$ cat config.mk
export PLATFORM = sky130hd
export DESIGN_NAME = io_uart
export DESIGN_NICKNAME = d
export VERILOG_FILES = /design/src/rtl/uart_pkg.sv /design/src/rtl/uart_fifo.sv /design/src/rtl/io_uart.sv
export SDC_FILE = /design/constraint.sdc
export NUM_CORES = 1
export LEC_CHECK = 0
export CORE_MARGIN = 2
export CORE_UTILIZATION = 40
export DETAILED_ROUTE_END_ITERATION = 12
export GPL_ROUTABILITY_DRIVEN = 0
export GPL_TIMING_DRIVEN = 0
export MAX_ROUTING_LAYER = met4
export PLACE_DENSITY = 0.7
export SYNTH_ARGS = -nofsm -noshare
export SYNTH_HDL_FRONTEND = slang
export SYNTH_SLANG_ARGS = --single-unit
$ cat constraint.sdc
create_clock -name clk -period 6.65 [get_ports clk]
set_clock_uncertainty 0.1 [all_clocks]
set_input_delay 0.665 -clock clk [delete_from_list [all_inputs] [get_ports clk]]
set_output_delay 0.665 -clock clk [all_outputs]
set_load 0.01 [all_outputs]
$ cat src/rtl/uart_pkg.sv
// Shared io_uart definitions: register byte offsets, STATUS bit indices,
// the common TX/RX state encoding and the baud divisor type.
package uart_pkg;

    localparam int unsigned REG_DATA   = 0;
    localparam int unsigned REG_STATUS = 1;
    localparam int unsigned REG_DIV_LO = 2;
    localparam int unsigned REG_DIV_HI = 3;

    localparam int unsigned ST_RX_NONEMPTY = 0;
    localparam int unsigned ST_TX_FULL     = 1;
    localparam int unsigned ST_TX_BUSY     = 2;
    localparam int unsigned ST_FRAME_ERR   = 3;
    localparam int unsigned ST_OVERRUN     = 4;

    typedef enum logic [1:0] {IDLE, START, DATA, STOP} uart_state_t;

    typedef logic [15:0] uart_div_t;

endpackage

$ cat src/rtl/uart_fifo.sv
// Small synchronous FIFO used for the io_uart TX and RX byte queues.
// A push into a full FIFO is accepted only when a pop happens in the same cycle.
module uart_fifo #(
    parameter int unsigned DEPTH = 4,
    parameter int unsigned WIDTH = 8
) (
    input  logic             clk,
    input  logic             reset,
    input  logic             push,
    input  logic             pop,
    input  logic [WIDTH-1:0] din,
    output logic             full,
    output logic             empty,
    output logic [WIDTH-1:0] head
);

    localparam int unsigned AW = $clog2(DEPTH);

    logic [WIDTH-1:0] mem [DEPTH];
    logic [AW-1:0]    wr_ptr;
    logic [AW-1:0]    rd_ptr;
    logic [AW:0]      count;
    logic             do_push;
    logic             do_pop;

    assign empty   = (count == '0);
    assign full    = (count == (AW+1)'(DEPTH));
    assign do_pop  = pop && !empty;
    assign do_push = push && (!full || do_pop);
    assign head    = mem[rd_ptr];

    always_ff @(posedge clk) begin
        if (do_push) mem[wr_ptr] <= din;
    end

    always_ff @(posedge clk or posedge reset) begin
        if (reset) begin
            wr_ptr <= '0;
            rd_ptr <= '0;
            count  <= '0;
        end else begin
            if (do_push) wr_ptr <= wr_ptr + 1'b1;
            if (do_pop)  rd_ptr <= rd_ptr + 1'b1;
            count <= count + (AW+1)'(do_push) - (AW+1)'(do_pop);
        end
    end

endmodule

$ cat src/rtl/io_uart.sv
// io_uart: memory-mapped UART responder on the split even/odd byte-lane I/O bus.
// Build option: define UART_IRQ_EN to generate the registered interrupt output.
module io_uart
    import uart_pkg::*;
#(
    parameter logic [15:0] BASEADDR  = 16'h0010,
    parameter int unsigned FIFODEPTH = 4,
    parameter uart_div_t   DIVRESET  = 16'd433
) (
    input  logic        clk,
    input  logic        reset,
    input  logic [14:0] read_addr_even,
    input  logic [14:0] read_addr_odd,
    input  logic [14:0] write_addr_even,
    input  logic [14:0] write_addr_odd,
    input  logic        write_en_even,
    input  logic        write_en_odd,
    input  logic [7:0]  write_data_even,
    input  logic [7:0]  write_data_odd,
    output logic [7:0]  read_data_even,
    output logic [7:0]  read_data_odd,
    input  logic        rxd,
    output logic        txd,
    output logic        irq
);

    localparam logic [14:0] EVEN_LO = 15'((BASEADDR + REG_DATA) >> 1);
    localparam logic [14:0] EVEN_HI = 15'((BASEADDR + REG_DIV_LO) >> 1);
    localparam logic [14:0] ODD_LO  = 15'((BASEADDR + REG_STATUS) >> 1);
    localparam logic [14:0] ODD_HI  = 15'((BASEADDR + REG_DIV_HI) >> 1);

    uart_div_t   div;
    logic        wr_data, wr_div_lo, wr_status, wr_div_hi;
    logic        tx_push, tx_pop, tx_full, tx_empty;
    logic        rx_push, rx_pop, rx_full, rx_empty, rx_ferr;
    logic [7:0]  tx_head, rx_head, status, rd_even_n, rd_odd_n;
    logic        frame_err, overrun;

    uart_state_t tx_state, tx_state_n, rx_state, rx_state_n;
    uart_div_t   tx_cnt, tx_cnt_n, rx_cnt, rx_cnt_n;
    logic [2:0]  tx_bit, tx_bit_n, rx_bit, rx_bit_n;
    logic [7:0]  tx_shift, tx_shift_n, rx_shift, rx_shift_n;
    logic        tx_tick, rx_tick, rx_s1, rx_s2, rx_s3;

    assign wr_data   = write_en_even && (write_addr_even == EVEN_LO);
    assign wr_div_lo = write_en_even && (write_addr_even == EVEN_HI);
    assign wr_status = write_en_odd  && (write_addr_odd  == ODD_LO);
    assign wr_div_hi = write_en_odd  && (write_addr_odd  == ODD_HI);
    assign tx_push   = wr_data;
    assign rx_pop    = wr_status && write_data_odd[ST_RX_NONEMPTY];

    uart_fifo #(.DEPTH(FIFODEPTH), .WIDTH(8)) u_tx_fifo (
        .clk(clk), .reset(reset), .push(tx_push), .pop(tx_pop), .din(write_data_even),
        .full(tx_full), .empty(tx_empty), .head(tx_head)
    );

    uart_fifo #(.DEPTH(FIFODEPTH), .WIDTH(8)) u_rx_fifo (
        .clk(clk), .reset(reset), .push(rx_push), .pop(rx_pop), .din(rx_shift),
        .full(rx_full), .empty(rx_empty), .head(rx_head)
    );

    always_comb begin
        status                 = '0;
        status[ST_RX_NONEMPTY] = !rx_empty;
        status[ST_TX_FULL]     = tx_full;
        status[ST_TX_BUSY]     = !tx_empty || (tx_state != IDLE);
        status[ST_FRAME_ERR]   = frame_err;
        status[ST_OVERRUN]     = overrun;
    end

    always_comb begin
        rd_even_n = '0;
        rd_odd_n  = '0;
        if (read_addr_even == EVEN_LO)      rd_even_n = rx_empty ? '0 : rx_head;
        else if (read_addr_even == EVEN_HI) rd_even_n = div[7:0];
        if (read_addr_odd == ODD_LO)        rd_odd_n  = status;
        else if (read_addr_odd == ODD_HI)   rd_odd_n  = div[15:8];
    end

    always_ff @(posedge clk or posedge reset) begin
        if (reset) begin
            read_data_even <= '0;
            read_data_odd  <= '0;
            div            <= DIVRESET;
        end else begin
            read_data_even <= rd_even_n;
            read_data_odd  <= rd_odd_n;
            if (wr_div_lo) div[7:0]  <= write_data_even;
            if (wr_div_hi) div[15:8] <= write_data_odd;
        end
    end

    // Bit counters reload from div at every bit boundary, so divisor writes apply there.
    assign tx_tick = (tx_cnt == '0);
    assign rx_tick = (rx_cnt == '0);

    always_comb begin
        tx_state_n = tx_state;
        tx_cnt_n   = tx_cnt;
        tx_bit_n   = tx_bit;
        tx_shift_n = tx_shift;
        tx_pop     = 1'b0;
        if (tx_state != IDLE && !tx_tick) tx_cnt_n = tx_cnt - 1'b1;
        case (tx_state)
            IDLE: if (!tx_empty) begin
                tx_pop = 1'b1; tx_shift_n = tx_head; tx_cnt_n = div; tx_state_n = START;
            end
            START: if (tx_tick) begin
                tx_cnt_n = div; tx_bit_n = '0; tx_state_n = DATA;
            end
            DATA: if (tx_tick) begin
                tx_cnt_n   = div;
                tx_shift_n = tx_shift >> 1;
                tx_bit_n   = tx_bit + 1'b1;
                if (tx_bit == 3'd7) tx_state_n = STOP;
            end
            STOP: if (tx_tick) begin
                if (!tx_empty) begin
                    tx_pop = 1'b1; tx_shift_n = tx_head; tx_cnt_n = div; tx_state_n = START;
                end else begin
                    tx_state_n = IDLE;
                end
            end
        endcase
    end

    assign txd = (tx_state == START) ? 1'b0 : (tx_state == DATA) ? tx_shift[0] : 1'b1;

    always_comb begin
        rx_state_n = rx_state;
        rx_cnt_n   = rx_cnt;
        rx_bit_n   = rx_bit;
        rx_shift_n = rx_shift;
        rx_push    = 1'b0;
        rx_ferr    = 1'b0;
        if (rx_state != IDLE && !rx_tick) rx_cnt_n = rx_cnt - 1'b1;
        case (rx_state)
            IDLE: if (rx_s3 && !rx_s2) begin
                rx_cnt_n = div >> 1; rx_state_n = START;
            end
            START: if (rx_tick) begin
                if (rx_s2) begin
                    rx_state_n = IDLE;
                end else begin
                    rx_cnt_n = div; rx_bit_n = '0; rx_state_n = DATA;
                end
            end
            DATA: if (rx_tick) begin
                rx_cnt_n   = div;
                rx_shift_n = {rx_s2, rx_shift[7:1]};
                rx_bit_n   = rx_bit + 1'b1;
                if (rx_bit == 3'd7) rx_state_n = STOP;
            end
            STOP: if (rx_tick) begin
                rx_push    = rx_s2;
                rx_ferr    = !rx_s2;
                rx_state_n = IDLE;
            end
        endcase
    end

    always_ff @(posedge clk or posedge reset) begin
        if (reset) begin
            tx_state <= IDLE;  tx_cnt <= '0;  tx_bit <= '0;  tx_shift <= '0;
            rx_state <= IDLE;  rx_cnt <= '0;  rx_bit <= '0;  rx_shift <= '0;
            rx_s1    <= 1'b1;  rx_s2  <= 1'b1; rx_s3 <= 1'b1;
        end else begin
            tx_state <= tx_state_n; tx_cnt <= tx_cnt_n; tx_bit <= tx_bit_n; tx_shift <= tx_shift_n;
            rx_state <= rx_state_n; rx_cnt <= rx_cnt_n; rx_bit <= rx_bit_n; rx_shift <= rx_shift_n;
            rx_s1    <= rxd;        rx_s2  <= rx_s1;    rx_s3  <= rx_s2;
        end
    end

    // A new error event wins over a same-cycle write-1-to-clear.
    always_ff @(posedge clk or posedge reset) begin
        if (reset) begin
            frame_err <= 1'b0;
            overrun   <= 1'b0;
        end else begin
            if (rx_ferr)                                         frame_err <= 1'b1;
            else if (wr_status && write_data_odd[ST_FRAME_ERR])  frame_err <= 1'b0;
            if (rx_push && rx_full && !rx_pop)                   overrun   <= 1'b1;
            else if (wr_status && write_data_odd[ST_OVERRUN])    overrun   <= 1'b0;
        end
    end

`ifdef UART_IRQ_EN
    always_ff @(posedge clk or posedge reset) begin
        if (reset) irq <= 1'b0;
        else       irq <= !rx_empty || frame_err || overrun;
    end
`else
    assign irq = 1'b0;
`endif

endmodule

==> Yosys cells after proc, flatten, opt, wreduce, memory -nomap -nowiden <==
Memories as Yosys holds them, arrays and structs flattened.
Index checks and enable logic that the tools add are counted.
{ "op_classes": {"muxes": 58, "n_addsub": 12, "eq_ne": 29, "reduce_logical": 47} }
{ "ops": {"columns": ["cell", "n"], "rows": [
  ["$mux W16", 9],
  ["$eq A15 B4 Y1 const B", 8],
  ["$pmux W16 S3", 2],
  ["$mux W8", 8],
  ["$logic_not A16 Y1", 2],
  ["$sub A16 B1 Y16 const B", 2],
  ["$pmux W8 S3", 1],
  ["$mux W2", 11],
  ["$ne A2 B2 Y1 const B", 11],
  ["$mux W1", 17],
  ["$logic_and A1 B1 Y1", 16],
  ["$pmux W2 S4", 2],
  ["$mux W3", 5],
  ["$eq A3 B3 Y1 const B", 4],
  ["$pmux W3 S2", 2],
  ["$reduce_bool A2 Y1", 6],
  ["$reduce_and A5 Y1", 2],
  ["$add A2 B1 Y2 const B", 4],
  ["$eq A2 B2 Y1 const B", 4],
  ["$logic_not A1 Y1", 8],
  ["$add A3 B1 Y3", 2],
  ["$add A3 B1 Y3 const B", 2],
  ["$logic_not A3 Y1", 2],
  ["$reduce_and A3 Y1", 2],
  ["other kinds (9)", 14]
]} }
{ "word_totals": {"reg_bits": 109, "memories": 2, "ramBits": 64, "input_bits": 81} }
{ "memory_table": {"columns": ["name", "depth", "word_bits", "rd", "rd_ports_with_merged_regs", "wr", "line_no", "text"], "rows": [
  ["u_rx_fifo.mem", 4, 8, 1, 0, 1, "uart_fifo.sv:19", "logic [WIDTH-1:0] mem [DEPTH];"],
  ["u_tx_fifo.mem", 4, 8, 1, 0, 1, "uart_fifo.sv:19", null]
]} }

==> Longest topological paths before layout <==
{ "logic_depth": {"ltp_word": 9, "mapped_depth": 13, "mapped_depth_nobuf": 12} }

==> Cells and area by module <==
From an unflattened synthesis, not the netlist that was laid out.
{ "hier_totals": {"hier_cells": 704, "hier_area_um2": 8603.3} }
{ "modules_own_cells": {"columns": ["module", "seq_area_each_um2", "cells_each", "area_per_inst_um2", "n_inst"], "rows": [
  ["io_uart", 2387.3, 548, 5440.2, 1],
  ["uart_fifo", 1136.1, 78, 1581.5, 2]
]} }

==> Least setup slack after synthesis <==
OpenSTA, ideal clock, no wires.
{ "synth_path": {"path_kind": "register to register", "start": "reg rx_cnt[4]", "end": "reg u_rx_fifo.count[2]", "setup_time_ns": 0.126, "slack_ns": 3.485, "t_arrival_ns": 2.939, "path_buffers": 0, "period_less_slack_ns": 3.165, "path_stages_with_launch": 10, "path_cell_list": "dfrtp_1 or4_4 or3_4 or4_4 a31oi_4 ha_1 inv_1 fa_1 xnor2_1 xnor2_1"} }
{ "synth_via": {"elab_chain_cells": 6} }
{ "synth_rtl": {"columns": ["element", "line_no", "text"], "rows": [
  ["start, declared", "io_uart.sv:40", "uart_div_t tx_cnt, tx_cnt_n, rx_cnt, rx_cnt_n;"],
  ["start signal, assigned", "io_uart.sv:169", "rx_state <= rx_state_n; rx_cnt <= rx_cnt_n; rx_bit <= rx_bit_n; rx_shift <= rx_shift_n;"],
  ["$logic_not A16 Y1", "io_uart.sv:95", "assign rx_tick = (rx_cnt == '0);"],
  ["$mux W1", "io_uart.sv:154", "STOP: if (rx_tick) begin"],
  ["$mux W1", "io_uart.sv:137", "case (rx_state)"],
  ["$logic_and A1 B1 Y1", "uart_fifo.sv:29", "assign do_push = push && (!full || do_pop);"],
  ["$add A3 B1 Y3", "uart_fifo.sv:44", "count <= count + (AW+1)'(do_push) - (AW+1)'(do_pop);"],
  ["$sub A3 B1 Y3", "uart_fifo.sv:44", null],
  ["end signal, assigned", "uart_fifo.sv:44", null],
  ["end, declared", "uart_fifo.sv:22", "logic [AW:0] count;"]
]} }
No other way between the ends.
A chain may end at the register's enable or synchronous reset.

==> Final worst setup path <==
{ "layout_path": {"start": "reg tx_cnt[3]", "end": "mem u_tx_fifo.mem[3][1] (enable)"} }
{ "layout_via": {"elab_chain_cells": 8} }
{ "layout_rtl": {"columns": ["element", "line_no", "text"], "rows": [
  ["start, declared", "io_uart.sv:40", null],
  ["start signal, assigned", "io_uart.sv:168", "tx_state <= tx_state_n; tx_cnt <= tx_cnt_n; tx_bit <= tx_bit_n; tx_shift <= tx_shift_n;"],
  ["$logic_not A16 Y1", "io_uart.sv:94", "assign tx_tick = (tx_cnt == '0);"],
  ["$mux W1", "io_uart.sv:117", "STOP: if (tx_tick) begin"],
  ["$pmux W1 S2", "io_uart.sv:104", "case (tx_state)"],
  ["$logic_and A1 B1 Y1", "uart_fifo.sv:28", "assign do_pop = pop && !empty;"],
  ["$logic_or A1 B1 Y1", "uart_fifo.sv:29", null],
  ["$logic_and A1 B1 Y1", "uart_fifo.sv:29", null],
  ["$mux W1", "uart_fifo.sv:33", "if (do_push) mem[wr_ptr] <= din;"],
  ["$mux W1 (implied by the code)", "uart_fifo.sv:33", null],
  ["end, declared", "uart_fifo.sv:19", null]
]} }
No other way between the ends.

==> metrics.txt <==
first-pass GRT wire length=34,600 um; Max-slew headroom=0.163; post-synth top area share=0.289; Post-DP HPWL=15,000 um; final worst-path cycle share=0.550; latest clock arrival within the worst-skew pair=0.44 ns; max_cap viols=0; Synth Area per Inst=11.3 um2; Die Y=152 um; CTS max path bufs=2; crit path time final=3.66 ns; synth top area cells=dfrtp_1 29%, edfxtp_1 22%, mux4_2 4.1%; CTS resizes=0; DRC Markers=0; critical path arrival=3.62 ns; Setup TNS Final=0 ns; warnings from Yosys=0; CTS tree=yes; Top Ports=99; Cells after Synth=774; Fmax achieved=0.273 GHz; aggregate global routing overflow=0; sequential share of the synthesized area=0.532; initial antenna violation count=0; Post-Syn Area=0.00875 mm2; fin. max-slew vios=0; fraction of registers with async set or reset after synthesis=0.630; CTS H-tree depth=4; total design power=3.90 mW; total global-route track usage=0.195; die area=0.0231 mm2; CP startpoint=tx_cnt[3]; Peak VDD IR=0.000191 V; vias in the first global route=6,549; Pleak=4.20 nW; Slew @ Worst Pin=1.25 ns; Setup Viol. Count Final=0; Seq cells post-synth=173; critical path class=reg2reg; final hold vios=0; Hold-fix buffers, CTS=0; Num CTS Buffers=17; Detailed Route Iter0 Violations=588; layout cell share with drive strength beyond 1=0.117; startpoint type of the worst setup path=flop; Hold Path Cell Cnt=0; WL final=21,400 um; worst hold path type=reg2reg; Critical Path Sink Type=flop; CTS root buf=clkbuf_16; EDFF count, synth=64; Die X=152 um; Antenna Nets Post-Route=0; crit path max fanout=10; TritonRoute pass-1 iters=6; DR vias=6,553; clock-pin slew on the worst setup and hold paths=0.07 ns; Net count, final=998; R2R depth=6; Post CTS Setup Buffer Count=0; P&R area growth vs syn=21.9%; fillers=1,989; Worst Path Required=6.61 ns; outcome=completed; Netlist cell types=68; fin util=0.494; antenna cells=0; area leader, netlist=dfrtp_1; Synth Flop Type=dfrtp_1; largest net degree at the start of global routing=62; most common cell after layout, fill and taps aside=dfrtp_1; number of clock sinks=173; FF-to-FF Start=tx_cnt[3]; number of vias per cell=5.53; RSZ-0062 raised after global routing=no; Site Rows=54; Wirelength per Cell=18.1 um; worst hold start=rx_s1; area of the core=0.0216 mm2; Port Buffer Count=96; PD cells=365 mW/mm2; syn_nets=880; most frequent cells in the layout=101 x dfrtp_1, 96 x clkdlybuf4s50_1, 72 x nand2_1, 64 x edfxtp_1, 54 x o21ai_0; Initial Util=0.405
-- sequential cells by signal (all words and copies together) (netlist names), 3 cells and up, named ones only --
signal / flops
u_rx_fifo.count: 3
u_tx_fifo.count: 3
read_data_odd: 8
rx_bit: 3
tx_cnt: 16
tx_bit: 3
rx_shift: 8
read_data_even: 8
u_tx_fifo.mem: 32
u_rx_fifo.mem: 32
rx_cnt: 16
tx_shift: 8
div: 16
-- cell usage after synthesis (9+ instances only) --
cell type / instances
dfrtp_1: 101
nand2_1: 72
edfxtp_1: 64
o21ai_0: 54
nor2_1: 47
inv_1: 40
clkbuf_1: 35
mux2_2: 29
nor3_1: 24
ha_1: 23
a21oi_1: 22
mux2i_1: 18
mux4_2: 16
a22oi_1: 14
nand3_1: 14
nor4_1: 13
xnor2_1: 12
xor2_1: 12
nor4b_1: 11
nor3b_1: 10
nand4_1: 9
-- area by class of cell --
class	instances	area (um2)	area share
Tap cell	280	350	0.0328
Sequential cell	173	4660	0.437
Inverter	40	155	0.0145
Clock buffer	18	429	0.0402
Multi-Input combinational cell	520	3790	0.355
Timing Repair Buffer	99	1000	0.0938
Clock inverter	14	129	0.0121
Buffer	41	159	0.0149
-- through the flow --
| step | hold WS, ns | instance area [um2] | setup slack [ns] | cells |
|---|---|---|---|---|
| 2_1_floorplan | 0.245 | 8750 | 3.02 | 774 |
| 3_3_place_gp | 0.251 | 10100 | 1.17 | 1150 |
| 3_5_place_dp | 0.253 | 10100 | 2.90 | 1151 |
| 4_1_cts | 0.263 | 10700 | 2.86 | 1183 |
| 5_1_grt | 0.265 | 10700 | 2.70 | 1185 |
| 6_report | 0.260 | 10700 | 2.99 | 1185 |
-- power breakdown --
part / switching [mW] / leakage, nW / total (mW) / internal [mW]
clock network: 0.468 / 0.268 / 0.961 / 0.493
registers: 0.167 / 1.96 / 1.45 / 1.29
logic: 0.873 / 1.97 / 1.48 / 0.610
total: 1.51 / 4.20 / 3.90 / 2.39
-- worst paths after layout --
path | to | slack, ns
max | u_tx_fifo.mem[3][1] | 2.99
min | rx_s2 | 0.26
max reg2reg | u_tx_fifo.mem[3][1] | 2.99
min reg2reg | rx_s2 | 0.26
max in group asynchronous | div[8] | 5.20
min in group asynchronous | tx_state[0] | 0.53
-- critical path, stage by stage (launching register included) --
cell and delay, ns:
dfrtp_1 0.47, nor4_2 0.71, and4_1 0.29, buf_2 0.20
a21oi_1 0.19, o21a_1 0.28, nor3b_1 1.02
-- metal layers --
layer | wire [um] | vias to the layer above | global-route usage
met5 | 0 | - | -
met4 | 529 | 0 | 0.0694
met3 | 1160 | 31 | 0.0396
met2 | 10100 | 220 | 0.305
met1 | 9570 | 3205 | 0.254
li1 | - | 3097 | -
-- cells by family (layout without fill, tap and decap cells) --
family / after synthesis / in the layout / synth area share
compound gates: 147 / 147 / 0.109
flops: 173 / 173 / 0.532
other cells: 1 / 1 / 0.000428
xor+xnor: 24 / 24 / 0.0240
buf+inv: 81 / 212 / 0.0353
fa+ha+maj: 25 / 25 / 0.0375
mux: 64 / 64 / 0.101
simple gates: 259 / 259 / 0.160
No activity file was read; power rests on OpenSTA's default activity.
